[config.mk]
export PLATFORM = sky130hd
export DESIGN_NAME = fifo_rd_word_packer
export DESIGN_NICKNAME = d
export VERILOG_FILES = /design/src/rtl/fifo_pkg.sv /design/src/rtl/fifo_word_out_reg.sv /design/src/rtl/fifo_rd_word_packer.sv
export SDC_FILE = /design/constraint.sdc
export NUM_CORES = 1
export LEC_CHECK = 0
export ABC_CLOCK_PERIOD_IN_PS = 2250
export BUFFER_PORTS_ARGS = -buffer_cell sky130_fd_sc_hd__buf_2
export CAP_MARGIN = 20
export CORE_MARGIN = 2
export CORE_UTILIZATION = 50
export CTS_BUF_LIST = sky130_fd_sc_hd__clkbuf_4
export DETAILED_ROUTE_END_ITERATION = 12
export HOLD_SLACK_MARGIN = 0.03
export PLACE_DENSITY = 0.79
export SLEW_MARGIN = 25
export SYNTH_ARGS = -nofsm -noshare
export SYNTH_HDL_FRONTEND = slang
export SYNTH_SLANG_ARGS = --single-unit
[constraint.sdc]
create_clock -name i_rd_clk -period 2.25 [get_ports i_rd_clk]
set_input_delay 0.1125 -clock i_rd_clk [delete_from_list [all_inputs] [get_ports i_rd_clk]]
set_output_delay 0.1125 -clock i_rd_clk [all_outputs]
set_load 0.01 [all_outputs]
[src/rtl/fifo_pkg.sv]
// rtl/fifo_pkg.sv - shared FIFO read-side constants, packer FSM states and lane mask helper
package fifo_pkg;

    localparam int FIFO_DATASIZE = 8;
    localparam int FIFO_ADDRSIZE = 4;

    typedef enum logic [1:0] {
        RUN        = 2'd0,
        FLUSH_WAIT = 2'd1,
        FLUSH_EMIT = 2'd2
    } flush_state_e;

    // Low n bits set; callers truncate to their lane count.
    function automatic logic [31:0] lane_mask(input int unsigned n);
        if (n >= 32) begin
            return '1;
        end
        return (32'd1 << n) - 32'd1;
    endfunction

endpackage

[src/rtl/fifo_word_out_reg.sv]
// rtl/fifo_word_out_reg.sv - valid/ready output holding register for packed words
module fifo_word_out_reg #(
    parameter int DATA_W = 32,
    parameter int KEEP_W = 4
) (
    input  logic              clk,
    input  logic              rst,
    input  logic              load,
    input  logic [DATA_W-1:0] load_data,
    input  logic [KEEP_W-1:0] load_keep,
    input  logic              ready,
    output logic [DATA_W-1:0] data,
    output logic [KEEP_W-1:0] keep,
    output logic              valid
);

    always_ff @(posedge clk) begin
        if (rst) begin
            data  <= '0;
            keep  <= '0;
            valid <= 1'b0;
        end else if (load) begin
            data  <= load_data;
            keep  <= load_keep;
            valid <= 1'b1;
        end else if (ready) begin
            valid <= 1'b0;
        end
    end

endmodule

[src/rtl/fifo_rd_word_packer.sv]
// rtl/fifo_rd_word_packer.sv - drains FIFO bytes and packs them into words with flush support
module fifo_rd_word_packer
    import fifo_pkg::*;
#(
    parameter int                  DATASIZE       = FIFO_DATASIZE,
    parameter int                  BYTES_PER_WORD = 4,
    parameter logic [DATASIZE-1:0] PAD_BYTE       = '0,
    parameter int                  CNT_W          = 16
) (
    input  logic                               i_rd_clk,
    input  logic                               i_rd_rst,
    input  logic                               i_empty,
    output logic                               o_rd_en,
    input  logic [DATASIZE-1:0]                i_rd_data,
    input  logic                               i_flush,
    output logic [DATASIZE*BYTES_PER_WORD-1:0] o_word_data,
    output logic [BYTES_PER_WORD-1:0]          o_word_keep,
    output logic                               o_word_valid,
    input  logic                               i_word_ready,
    output logic                               o_flush_done,
    output logic [CNT_W-1:0]                   o_word_cnt
);

    localparam int BPW = BYTES_PER_WORD;
    localparam int CW  = $clog2(BPW + 1);
    localparam int WW  = DATASIZE * BPW;

    flush_state_e      state_q, state_d;
    logic [CW-1:0]     n_q;
    logic [CW-1:0]     n_eff;
    logic              p_q;
    logic [WW-1:0]     asm_q;
    logic [WW-1:0]     load_data;
    logic [BPW-1:0]    load_keep;
    logic              out_free;
    logic              word_full;
    logic              emit_flush;
    logic              xfer;
    logic              rd_room;
    logic              flush_done_q;
    logic [CNT_W-1:0]  cnt_q;

    // The landing byte counts toward the word, so the last lane bypasses straight
    // into the output register and reads continue without a bubble.
    assign n_eff      = n_q + CW'(p_q);
    assign out_free   = !o_word_valid || i_word_ready;
    assign word_full  = (n_eff == CW'(BPW));
    assign emit_flush = (state_q == FLUSH_EMIT) && (n_q != '0);
    assign xfer       = (word_full || emit_flush) && out_free;
    assign rd_room    = xfer || (n_eff < CW'(BPW));
    assign o_rd_en    = !i_rd_rst && !i_empty && (state_q == RUN) && rd_room;

    always_comb begin
        load_data = '0;
        for (int k = 0; k < BPW; k++) begin
            if (CW'(k) >= n_eff) begin
                load_data[k*DATASIZE +: DATASIZE] = PAD_BYTE;
            end else if (p_q && (CW'(k) == n_q)) begin
                load_data[k*DATASIZE +: DATASIZE] = i_rd_data;
            end else begin
                load_data[k*DATASIZE +: DATASIZE] = asm_q[k*DATASIZE +: DATASIZE];
            end
        end
        load_keep = BPW'(lane_mask(32'(n_eff)));
    end

    always_comb begin
        state_d = state_q;
        case (state_q)
            RUN:        if (i_flush) state_d = FLUSH_WAIT;
            FLUSH_WAIT: if (!p_q && (n_q != CW'(BPW))) state_d = FLUSH_EMIT;
            FLUSH_EMIT: if ((n_q == '0) || xfer) state_d = RUN;
            default:    state_d = RUN;
        endcase
    end

    always_ff @(posedge i_rd_clk) begin
        if (i_rd_rst) begin
            state_q      <= RUN;
            n_q          <= '0;
            p_q          <= 1'b0;
            asm_q        <= '0;
            flush_done_q <= 1'b0;
            cnt_q        <= '0;
        end else begin
            state_q      <= state_d;
            p_q          <= o_rd_en;
            flush_done_q <= (state_q == FLUSH_EMIT) && ((n_q == '0) || xfer);
            if (o_word_valid && i_word_ready) begin
                cnt_q <= cnt_q + CNT_W'(1);
            end
            if (xfer) begin
                n_q <= '0;
            end else if (p_q) begin
                n_q <= n_q + CW'(1);
                for (int k = 0; k < BPW; k++) begin
                    if (CW'(k) == n_q) begin
                        asm_q[k*DATASIZE +: DATASIZE] <= i_rd_data;
                    end
                end
            end
        end
    end

    assign o_flush_done = flush_done_q;
    assign o_word_cnt   = cnt_q;

    fifo_word_out_reg #(
        .DATA_W (WW),
        .KEEP_W (BPW)
    ) u_out_reg (
        .clk       (i_rd_clk),
        .rst       (i_rd_rst),
        .load      (xfer),
        .load_data (load_data),
        .load_keep (load_keep),
        .ready     (i_word_ready),
        .data      (o_word_data),
        .keep      (o_word_keep),
        .valid     (o_word_valid)
    );

endmodule

==> key figures <==
Status
  • Status: complete, no violations

Yosys
  • Post-synth EDFFs: 0
  • Top FF cell, synth: dfxtp_1
  • Seq/Total Area, Yosys: 0.461
  • Async SR Flop Fraction: 0
  • Synth cell types: 40
  • Synth area leaders: dfxtp_1, mux2i_1, nand2b_1, o2bb2ai_1, ha_1
  • Leading area contributor after synthesis: dfxtp_1
  • Synthesized instance count: 388
  • Synthesis Warnings: 0
  • Synth Register Bits: 92
  • Avg Cell Area, Syn: 10.3 um^2
  • Yosys top cell area share: 0.461
  • Mapped Nets: 409
  • Post-synth design cell area: around 4000 um^2

Finish
  • Design area: 4690 um^2
  • Fin nets: between 400 and 500
  • Layout area overhead: 17.4%
  • Utilization after layout: 0.608
  • Antenna Cells: 0
  • Share of layout cells above drive strength 1: 0.227
  • Fill cells: 675
  • Layout Cells excl Fill: 574

Route
  • Starting DRT DRC Count: ~110
  • DRC viols: 0
  • Via-to-Cell Ratio: ~5.3
  • WL/cell: approximately 16 um
  • Post-route ant nets: 0
  • Via count: 3062
  • 1st-pass router iterations: 4
  • Final wirelength: 8.91 mm

Power and ir drop
  • P_sw: slightly below 800 uW
  • Max VDD drop: about 0.37 mV
  • PwrDens: 601 nW/um^2
  • Combinational power share: 0.127
  • Sequential power share: 0.601
  • Internal: 2.05 mW
  • Leak pwr: 2.17 nW
  • Overall power after layout: 2.82 mW
  • Power share of the clock group: 0.272
  • Sw frac: 0.275

Worst hold path
  • Min-Delay Endpoint: u_out_reg.data[1]
  • Hold depth: 3
  • HP Start: i_rd_data[1]
  • Worst min path class: in2reg

Clock tree
  • H-tree lvl count: 3
  • CTS max path bufs: 2
  • Clock sinks: 92
  • Skew-Pair Late Insertion Delay: 0.44 ns
  • CTS root buf: clkbuf_4
  • Clock slew at reported path FFs: around 0.14 ns
  • Cts bufs inserted: 9
  • CTS tree: yes

STA
  • Count of final hold-check violations: 0
  • Setup violators final: 0
  • Slew @ Worst Pin: 0.482 ns
  • Slew Limit Fails: 0
  • Final worst setup slack: 0.166 ns
  • RSZ-0062 raised after global routing: no
  • Final Critical Period: roughly 2.1 ns
  • Setup_tns: 0 ns
  • Slew HR: 0.678
  • Fmax: between 400 and 500 MHz
  • Period utilization: 0.926
  • Clock skew: approximately 0.018 ns
  • Fin Hold WS: 0.0449 ns

Place
  • Pre-CTS setup slack: ~0.095 ns
  • GPL Wtd Cong: 0.806
  • Port Buffers: 67
  • Final HPWL DP: 6.22 mm
  • Placed cells: 550
  • DP Area: 4470 um^2

Critical path
  • Worst path cell trace: inv_1, ha_1, nor2b_1, buf_4, o2bb2ai_4, nand2_1, a21oi_1, buf_2
  • Worst path max stage delay: between 0.4 and 0.5 ns
  • RR Startpoint: n_q[0]
  • Worst Path Buf+Inv: 3
  • R2r endpoint: asm_q[8]
  • Setup Crit Path Kind: reg2out
  • Crit path max fanout: 7
  • CP Capture Type: output port
  • Max stage delay cell, worst path: dfxtp_2
  • Slack of the worst reg-to-reg path: 0.22 ns
  • Crit path DAT: 1.97 ns
  • Reg2Reg Depth: 8
  • Critical Path Source Type: register
  • WP data required: 2.14 ns
  • Cell family contributing the most delay on the critical path: flip-flops

GRT
  • Vias in the first global route: 3047
  • Total Routing Usage GR: 0.215
  • GR Overflow Total: 0
  • Pin count of the biggest net entering global routing: 42
  • Initial antenna violation count: 0
  • First-pass GRT wire length: 14.7 mm

Die
  • DIE WIDTH: 93.4 um
  • Die H: 93.4 um
  • IO Pins: 68
  • Core Box Area: around 7700 um^2
  • Standard-cell rows: 32
  • Full die area: 8730 um^2
  • Initial Utilization: 0.517

Run
  • Max Cap Violations: 0
worst max-delay path by stage:
stage | cells after the start | end | slack [ns] | start
6_report | 8 | o_rd_en | 0.17 | n_q[0]
5_1_grt | 8 | o_rd_en | 0.04 | n_q[1]
4_1_cts | 7 | o_rd_en | 0.08 | n_q[0]
3_5_place_dp | 6 | asm_q[8] | 0.1 | n_q[0]
3_3_place_gp | 6 | asm_q[13] | 0.22 | n_q[0]
2_1_floorplan | 7 | u_out_reg.data[12] | 0.40 | n_q[0]
cells in the final DEF, fill, tap and decap left out, types with 2 or more instances in the layout:
master,instances
nand2b_1,44
nand2_2,3
xor2_1,4
clkinvlp_4,2
or3_1,2
inv_1,20
dfxtp_1,90
nor4_1,6
nand2_1,10
a21oi_1,10
dfxtp_2,2
o2bb2ai_1,25
o32ai_1,8
o21ai_0,4
xnor2_1,9
clkbuf_4,10
dlygate4sd3_1,9
buf_2,67
buf_4,12
a211oi_1,2
mux2i_1,65
nor2b_1,3
nand4_1,4
nor2_1,19
ha_1,7
nor3_1,5
a21o_1,6
nand3_1,6
sequential cells by signal, summed over array words and instances, names as in the netlist:
signal,count
asm_q,32
u_out_reg.data,32
o_word_cnt,16
u_out_reg.keep,4
n_q,3
state_q,2
o_flush_done,1
p_q,1
u_out_reg.valid,1
timing repair:
| item | 4_1_cts | 5_1_grt |
|---|---|---|
| resized for setup | 3 | 2 |
| pin swaps | 1 | 0 |
| buffers inserted | 1 | 0 |
| setup endpoints to repair | 1 | 1 |
| hold endpoints to repair | 11 | 0 |
| hold buffers | 9 | 0 |
cell families after synthesis:
| family | Yosys count | share of synthesized area |
|---|---|---|
| adders and majority gates | 8 | 0.0250 |
| buffers and inverters | 39 | 0.0422 |
| AOI/OAI and AO/OA | 62 | 0.125 |
| and+or+nand+nor | 108 | 0.151 |
| xor gates and xnor gates | 14 | 0.0325 |
| DFF | 92 | 0.461 |
| muxes | 65 | 0.163 |
area by class of cell:
type	instances	area, um^2	share of cell area
multi-input cells	257	2010	0.428
flip-flops and latches	92	1840	0.393
repair buffers	89	536	0.114
well taps	102	128	0.0272
clock buffers	10	75.1	0.0160
inverters	20	75.1	0.0160
clock inverters	4	28.8	0.00613
cells in the mapped netlist, types with 5 or more instances:
| master | n |
|---|---|
| xnor2_1 | 9 |
| nor2_1 | 20 |
| o2bb2ai_1 | 25 |
| nor4_1 | 6 |
| ha_1 | 8 |
| nor3_1 | 5 |
| mux2i_1 | 65 |
| nand2b_1 | 44 |
| dfxtp_1 | 92 |
| a21o_1 | 6 |
| clkbuf_1 | 7 |
| inv_1 | 20 |
| nand3_1 | 6 |
| o32ai_1 | 8 |
| buf_2 | 5 |
| nand2_1 | 10 |
| a21oi_1 | 10 |
routing by layer:
metal	vias to the layer above	routed length, um	track usage	share of wire
met4	0	108	0.0551	0.012
met2	77	4260	0.363	0.48
met3	13	433	0.0540	0.049
met1	1444	4100	0.274	0.46
met5	-	0	0	0
li1	1528	-	-	-
power groups by stage:
stage / Sequential [mW] / Combinational, mW / Clock, mW
4_1_cts: 1.70 / 0.357 / 0.775
5_1_grt: 1.70 / 0.390 / 0.865
3_5_place_dp: 1.73 / 0.335 / 0
6_report: 1.70 / 0.359 / 0.766
2_1_floorplan: 1.73 / 0.221 / 0
3_3_place_gp: 1.73 / 0.328 / 0
worst min-delay path, cell delays in order:
cell	delay, ns
buf_2	0.14
mux2i_1	0.13
o2bb2ai_1	0.07
Note: power is estimated with default switching activity, not from simulation.
